--- src/rtl/mem_read_control.sv ---
// mem_read_control
//   Streams a captured buffer out of the dual-port capture RAM once the
//   trigger-driven writer reports completion. Reads are issued sequentially
//   from address 0. A skid FIFO of depth RD_LAT+1 absorbs the fixed RAM read
//   latency, so a stalled consumer never loses or duplicates a word.
//
// Ports
//   clk, rst        clock; synchronous active-high reset
//   nwrite          words written per trigger
//   ntrigger        number of triggers captured
//   wr_done         writer status, high when the capture is complete
//   start           single-cycle readout request
//   raddr, rena     RAM read address / read enable
//   rdata           RAM read data, valid RD_LAT cycles after rena
//   out_data        stream data (FIFO head)
//   out_valid       stream valid
//   out_ready       stream ready from the consumer
//   out_last        marks the final word, qualified by out_valid
//   busy            readout in progress
//   done            one-cycle pulse when the final word has been accepted
//   start_err       sticky: start seen while wr_done=0 or busy=1
module mem_read_control #(
  parameter int ADDR_W = 16,
  parameter int DATA_W = 16,
  parameter int RD_LAT = 2
) (
  input  logic              clk,
  input  logic              rst,
  input  logic [7:0]        nwrite,
  input  logic [7:0]        ntrigger,
  input  logic              wr_done,
  input  logic              start,
  output logic [ADDR_W-1:0] raddr,
  output logic              rena,
  input  logic [DATA_W-1:0] rdata,
  output logic [DATA_W-1:0] out_data,
  output logic              out_valid,
  input  logic              out_ready,
  output logic              out_last,
  output logic              busy,
  output logic              done,
  output logic              start_err
);

  localparam int DEPTH = RD_LAT + 1;
  localparam int PTR_W = (DEPTH > 1) ? $clog2(DEPTH) : 1;
  localparam int CNT_W = $clog2(DEPTH + 1);

  typedef enum logic [1:0] {
    S_IDLE  = 2'd0,
    S_READ  = 2'd1,
    S_DRAIN = 2'd2,
    S_FIN   = 2'd3
  } state_t;

  state_t             state_q, state_d;
  logic [15:0]        total_q, total_d;
  logic [15:0]        issued_q, issued_d;
  logic [15:0]        acc_q, acc_d;
  logic [RD_LAT-1:0]  vld_q;
  logic [DATA_W-1:0]  mem_q [DEPTH];
  logic [PTR_W-1:0]   wr_ptr_q, rd_ptr_q;
  logic [CNT_W-1:0]   fifo_cnt_q, fifo_cnt_d;
  logic               start_err_q;

  logic [15:0]        total_calc;
  logic               push, pop, rena_c, last_beat;
  logic [7:0]         occ;

  function automatic logic [7:0] inflight(input logic [RD_LAT-1:0] v);
    logic [7:0] n;
    n = '0;
    for (int i = 0; i < RD_LAT; i++) n = n + 8'(v[i]);
    return n;
  endfunction

  function automatic logic [PTR_W-1:0] ptr_inc(input logic [PTR_W-1:0] p);
    return (p == PTR_W'(DEPTH - 1)) ? '0 : p + 1'b1;
  endfunction

  assign total_calc = 16'(nwrite) * 16'(ntrigger);

  // The delay line tail marks the cycle rdata carries an issued word.
  assign push      = vld_q[RD_LAT-1];
  assign out_valid = (fifo_cnt_q != '0);
  assign pop       = out_valid & out_ready;
  assign last_beat = (acc_q == total_q - 16'd1);
  assign out_last  = out_valid & last_beat;
  // Gating keeps the port at zero while the (unreset) storage is idle.
  assign out_data  = out_valid ? mem_q[rd_ptr_q] : '0;

  // Words in flight plus words parked, net of the word leaving this cycle.
  // Issuing only while this is below DEPTH bounds the FIFO at DEPTH entries
  // yet still allows one read per cycle when the consumer never stalls.
  assign occ = inflight(vld_q) + 8'(fifo_cnt_q) - {7'd0, pop};

  assign rena      = rena_c;
  assign raddr     = ADDR_W'(issued_q);
  assign busy      = (state_q == S_READ) || (state_q == S_DRAIN);
  assign done      = (state_q == S_FIN);
  assign start_err = start_err_q;

  always_comb begin
    state_d  = state_q;
    total_d  = total_q;
    issued_d = issued_q;
    acc_d    = acc_q;
    rena_c   = 1'b0;

    if (state_q == S_READ && issued_q != total_q && occ < 8'(DEPTH))
      rena_c = 1'b1;
    if (rena_c) issued_d = issued_q + 16'd1;
    if (pop)    acc_d    = acc_q + 16'd1;

    unique case (state_q)
      S_IDLE: begin
        if (start && wr_done) begin
          total_d  = total_calc;
          issued_d = '0;
          acc_d    = '0;
          state_d  = (total_calc == 16'd0) ? S_FIN : S_READ;
        end
      end
      S_READ: begin
        if (pop && last_beat)        state_d = S_FIN;
        else if (issued_q == total_q) state_d = S_DRAIN;
      end
      S_DRAIN: begin
        if (pop && last_beat) state_d = S_FIN;
      end
      S_FIN:   state_d = S_IDLE;
      default: state_d = S_IDLE;
    endcase
  end

  always_comb begin
    fifo_cnt_d = fifo_cnt_q;
    if (push && !pop)      fifo_cnt_d = fifo_cnt_q + 1'b1;
    else if (!push && pop) fifo_cnt_d = fifo_cnt_q - 1'b1;
  end

  always_ff @(posedge clk) begin
    if (rst) begin
      state_q     <= S_IDLE;
      total_q     <= '0;
      issued_q    <= '0;
      acc_q       <= '0;
      vld_q       <= '0;
      wr_ptr_q    <= '0;
      rd_ptr_q    <= '0;
      fifo_cnt_q  <= '0;
      start_err_q <= 1'b0;
    end else begin
      state_q    <= state_d;
      total_q    <= total_d;
      issued_q   <= issued_d;
      acc_q      <= acc_d;
      fifo_cnt_q <= fifo_cnt_d;
      vld_q[0]   <= rena_c;
      for (int i = 1; i < RD_LAT; i++) vld_q[i] <= vld_q[i-1];
      if (push) wr_ptr_q <= ptr_inc(wr_ptr_q);
      if (pop)  rd_ptr_q <= ptr_inc(rd_ptr_q);
      if (start && (!wr_done || busy)) start_err_q <= 1'b1;
    end
  end

  // FIFO storage: data only, pointers and count carry the reset.
  always_ff @(posedge clk) begin
    if (push) mem_q[wr_ptr_q] <= rdata;
  end

endmodule
--- config.mk ---
export PLATFORM = sky130hd
export DESIGN_NAME = mem_read_control
export DESIGN_NICKNAME = d
export VERILOG_FILES = /design/src/rtl/mem_read_control.sv
export SDC_FILE = /design/constraint.sdc
export NUM_CORES = 1
export LEC_CHECK = 0
export BUFFER_PORTS_ARGS = -buffer_cell sky130_fd_sc_hd__buf_2
export CAP_MARGIN = 20
export CORE_ASPECT_RATIO = 1.5
export CORE_MARGIN = 3
export CORE_UTILIZATION = 55
export CTS_CLUSTER_SIZE = 40
export DETAILED_ROUTE_END_ITERATION = 12
export GPL_ROUTABILITY_DRIVEN = 1
export MAX_ROUTING_LAYER = met4
export PLACE_DENSITY = 0.74
export SLEW_MARGIN = 10
export SYNTH_ARGS = -nofsm -noshare
export SYNTH_HDL_FRONTEND = slang
export SYNTH_SLANG_ARGS = --single-unit
--- constraint.sdc ---
create_clock -name clk -period 13.3 [get_ports clk]
set_input_delay 2.66 -clock clk [delete_from_list [all_inputs] [get_ports clk]]
set_output_delay 2.66 -clock clk [all_outputs]
set_load 0.02 [all_outputs]
==> run metrics <==
vias 5545; metal3 WL around 480 µm; Worst-Margin Slew 1040 ps; Synth cell types 61; GR Overflow Total 0; period utilisation layout between 50 and 60%; CP startpoint kind primary input; worst reg-to-reg setup slack 9560 ps; first-pass GRT wire length 27200 µm; post-synth net total around 880; status complete, no violations; synth top area cells edfxtp_1, dfxtp_1, fa_1; overall die width 99.9 µm; Seq/Total Area, Yosys 36.6%; crit-path max FO 12; Metal-1 WL 6050 µm; GRT Resource Usage Total between 20% and 30%; Pins Over Slew Limit 0; Syn. warnings 0; clock sinks 109; final WL 15800 µm; hold crit path type flip-flop to flip-flop; Worst slew margin 30.4%; total core area 12700 µm²; LEAKAGE 0.00351 µW; # Max-Cap Violations 0; Final min period 7870 ps; layout cells sized above 1 roughly 13%; Detailed Place HPWL 12500 µm; synth cell count leaders nor2_1, inv_1, dfxtp_1; # DRC 0; Synth area leader edfxtp_1; die area 14700 µm²; post-route ant nets 0; CTS Hold Bufs 0; CP Capture Type primary output; Root Buffer clkbuf_16; drt first-iter violations 280; Post-synth EDFFs 48; Primary FF master, synth dfxtp_1; vias per inst between 5 and 6; Final Hold Vio Count 0; CTS tree done; PwrDens roughly 160 nW/µm²; io pins 75; critical path type primary input to primary output; Max Freq 127 MHz; RSZ-0062 raised after global routing no; Die H 147 µm; Worst-path clk slew 70 ps; fin util 63.5%; vias in the first global route 5758; Initial Util 57.3%; worst vdd ir 0.0649 mV; H-Tree Depth 3; DR pass1 iterations 4; Post-CTS Resized 0; worst skew pair latency 350 ps; ys async rst share 0%; count leader, synth nor2_1; NumNets Final 946; average size of a mapped cell 9.58 µm²; Rows 50; Clock Skew between 7 and 8 ps; P&R area growth vs syn 10.9%; postcts setup bufs 0; WP data arrival roughly 5200 ps; Setup TNS 0 ps; Clock Path Buffers 2; initial antenna violation count 2; synthesized area between 7000 and 8000 µm²; final setup fails 0; met2 wire len between 8000 and 9000 µm; Critical Path RT 10640 ps; port buffer count 74; synthesized flop and latch total roughly 110; WL per Instance roughly 16 µm; share of the synthesized area in the top cell type 19.8%; pin count of the biggest net entering global routing 35; highest routed layer met4; Syn Inst Count 760; CTS Buf Count 9; routability cong. 0.919
registers in the layout, indices dropped and copies added, names as in the netlist, named ones only:
name and cells:
wr_ptr_q 2, vld_q 2, fifo_cnt_q 2, acc_q 16, raddr 16, total_q 16, rd_ptr_q 2, start_err 1
state_q 2, mem_q 48
report_power, final:
part / switching, µW / total, µW / internal [µW]
registers: 49.7 / 426 / 376
logic: 353 / 606 / 253
clock network: 123 / 252 / 129
total: 526 / 1280 / 758
stage by stage:
stage / std cells / hold slack [ps] / total power, µW / cell area [µm²] / setup WS [ps]
detailed placement: 967 / 463 / 1040 / 7760 / 5420
global placement: 967 / 448 / 1020 / 7760 / 5450
floorplan: 760 / 454 / 886 / 7280 / 5770
CTS: 983 / 487 / 1290 / 8040 / 5420
finish: 987 / 481 / 1280 / 8070 / 5430
global route: 987 / 522 / 1390 / 8070 / 5200
worst max-delay path, cell delays in order:
cell and delay, ps:
buf_2 110, nand2_1 160, inv_1 160, ha_1 360
fa_1 410, fa_1 490, nor2_1 40, a21oi_1 90
and3_1 470, buf_2 260
metal layers:
metal	up-vias	track usage, %
met5	-	-
met1	2688	25.4
li1	2731	-
met2	101	43.9
met4	0	8.13
met3	25	2.85
layout make-up:
class,instances,area [µm²]
Multi-Input combinational cell,561,4270
Clock buffer,9,225
Antenna cell,2,5.00
Sequential cell,109,2660
Clock inverter,7,53.8
Timing Repair Buffer,80,423
Inverter,63,236
Fill cell,1073,4630
Tap cell,156,195
kinds of logic after synthesis:
| kind of cell | count (synthesis) | synth area share, % |
|---|---|---|
| buffers and inverters | 90 | 4.90 |
| multiplexers | 17 | 2.34 |
| adder cells (fa/ha/maj) | 85 | 18.5 |
| AO/OA/AOI/OAI | 101 | 8.99 |
| AND/OR/NAND/NOR | 289 | 20.4 |
| flip-flops | 109 | 36.6 |
| XOR/XNOR | 69 | 8.30 |
cells in the final DEF, fill, tap and decap left out, drive strengths merged, types with 33 or more instances in the layout:
cell type	netlist	final
nand2	41	41
ha	47	47
xor2	49	49
fa	38	38
inv	63	66
dfxtp	61	61
buf	5	79
and2	55	55
edfxtp	48	48
nor2	90	90
a21oi	33	33
worst paths after layout:
path                                  end     startpoint  depth (start not counted)
worst max-delay path                 rena      out_ready                         10
worst min-delay path             vld_q[1]       vld_q[0]                          2
worst max register to register  raddr[11]  fifo_cnt_q[1]                         14
worst min register to register   vld_q[1]       vld_q[0]                          2
Note: power is estimated with default switching activity, not from simulation.
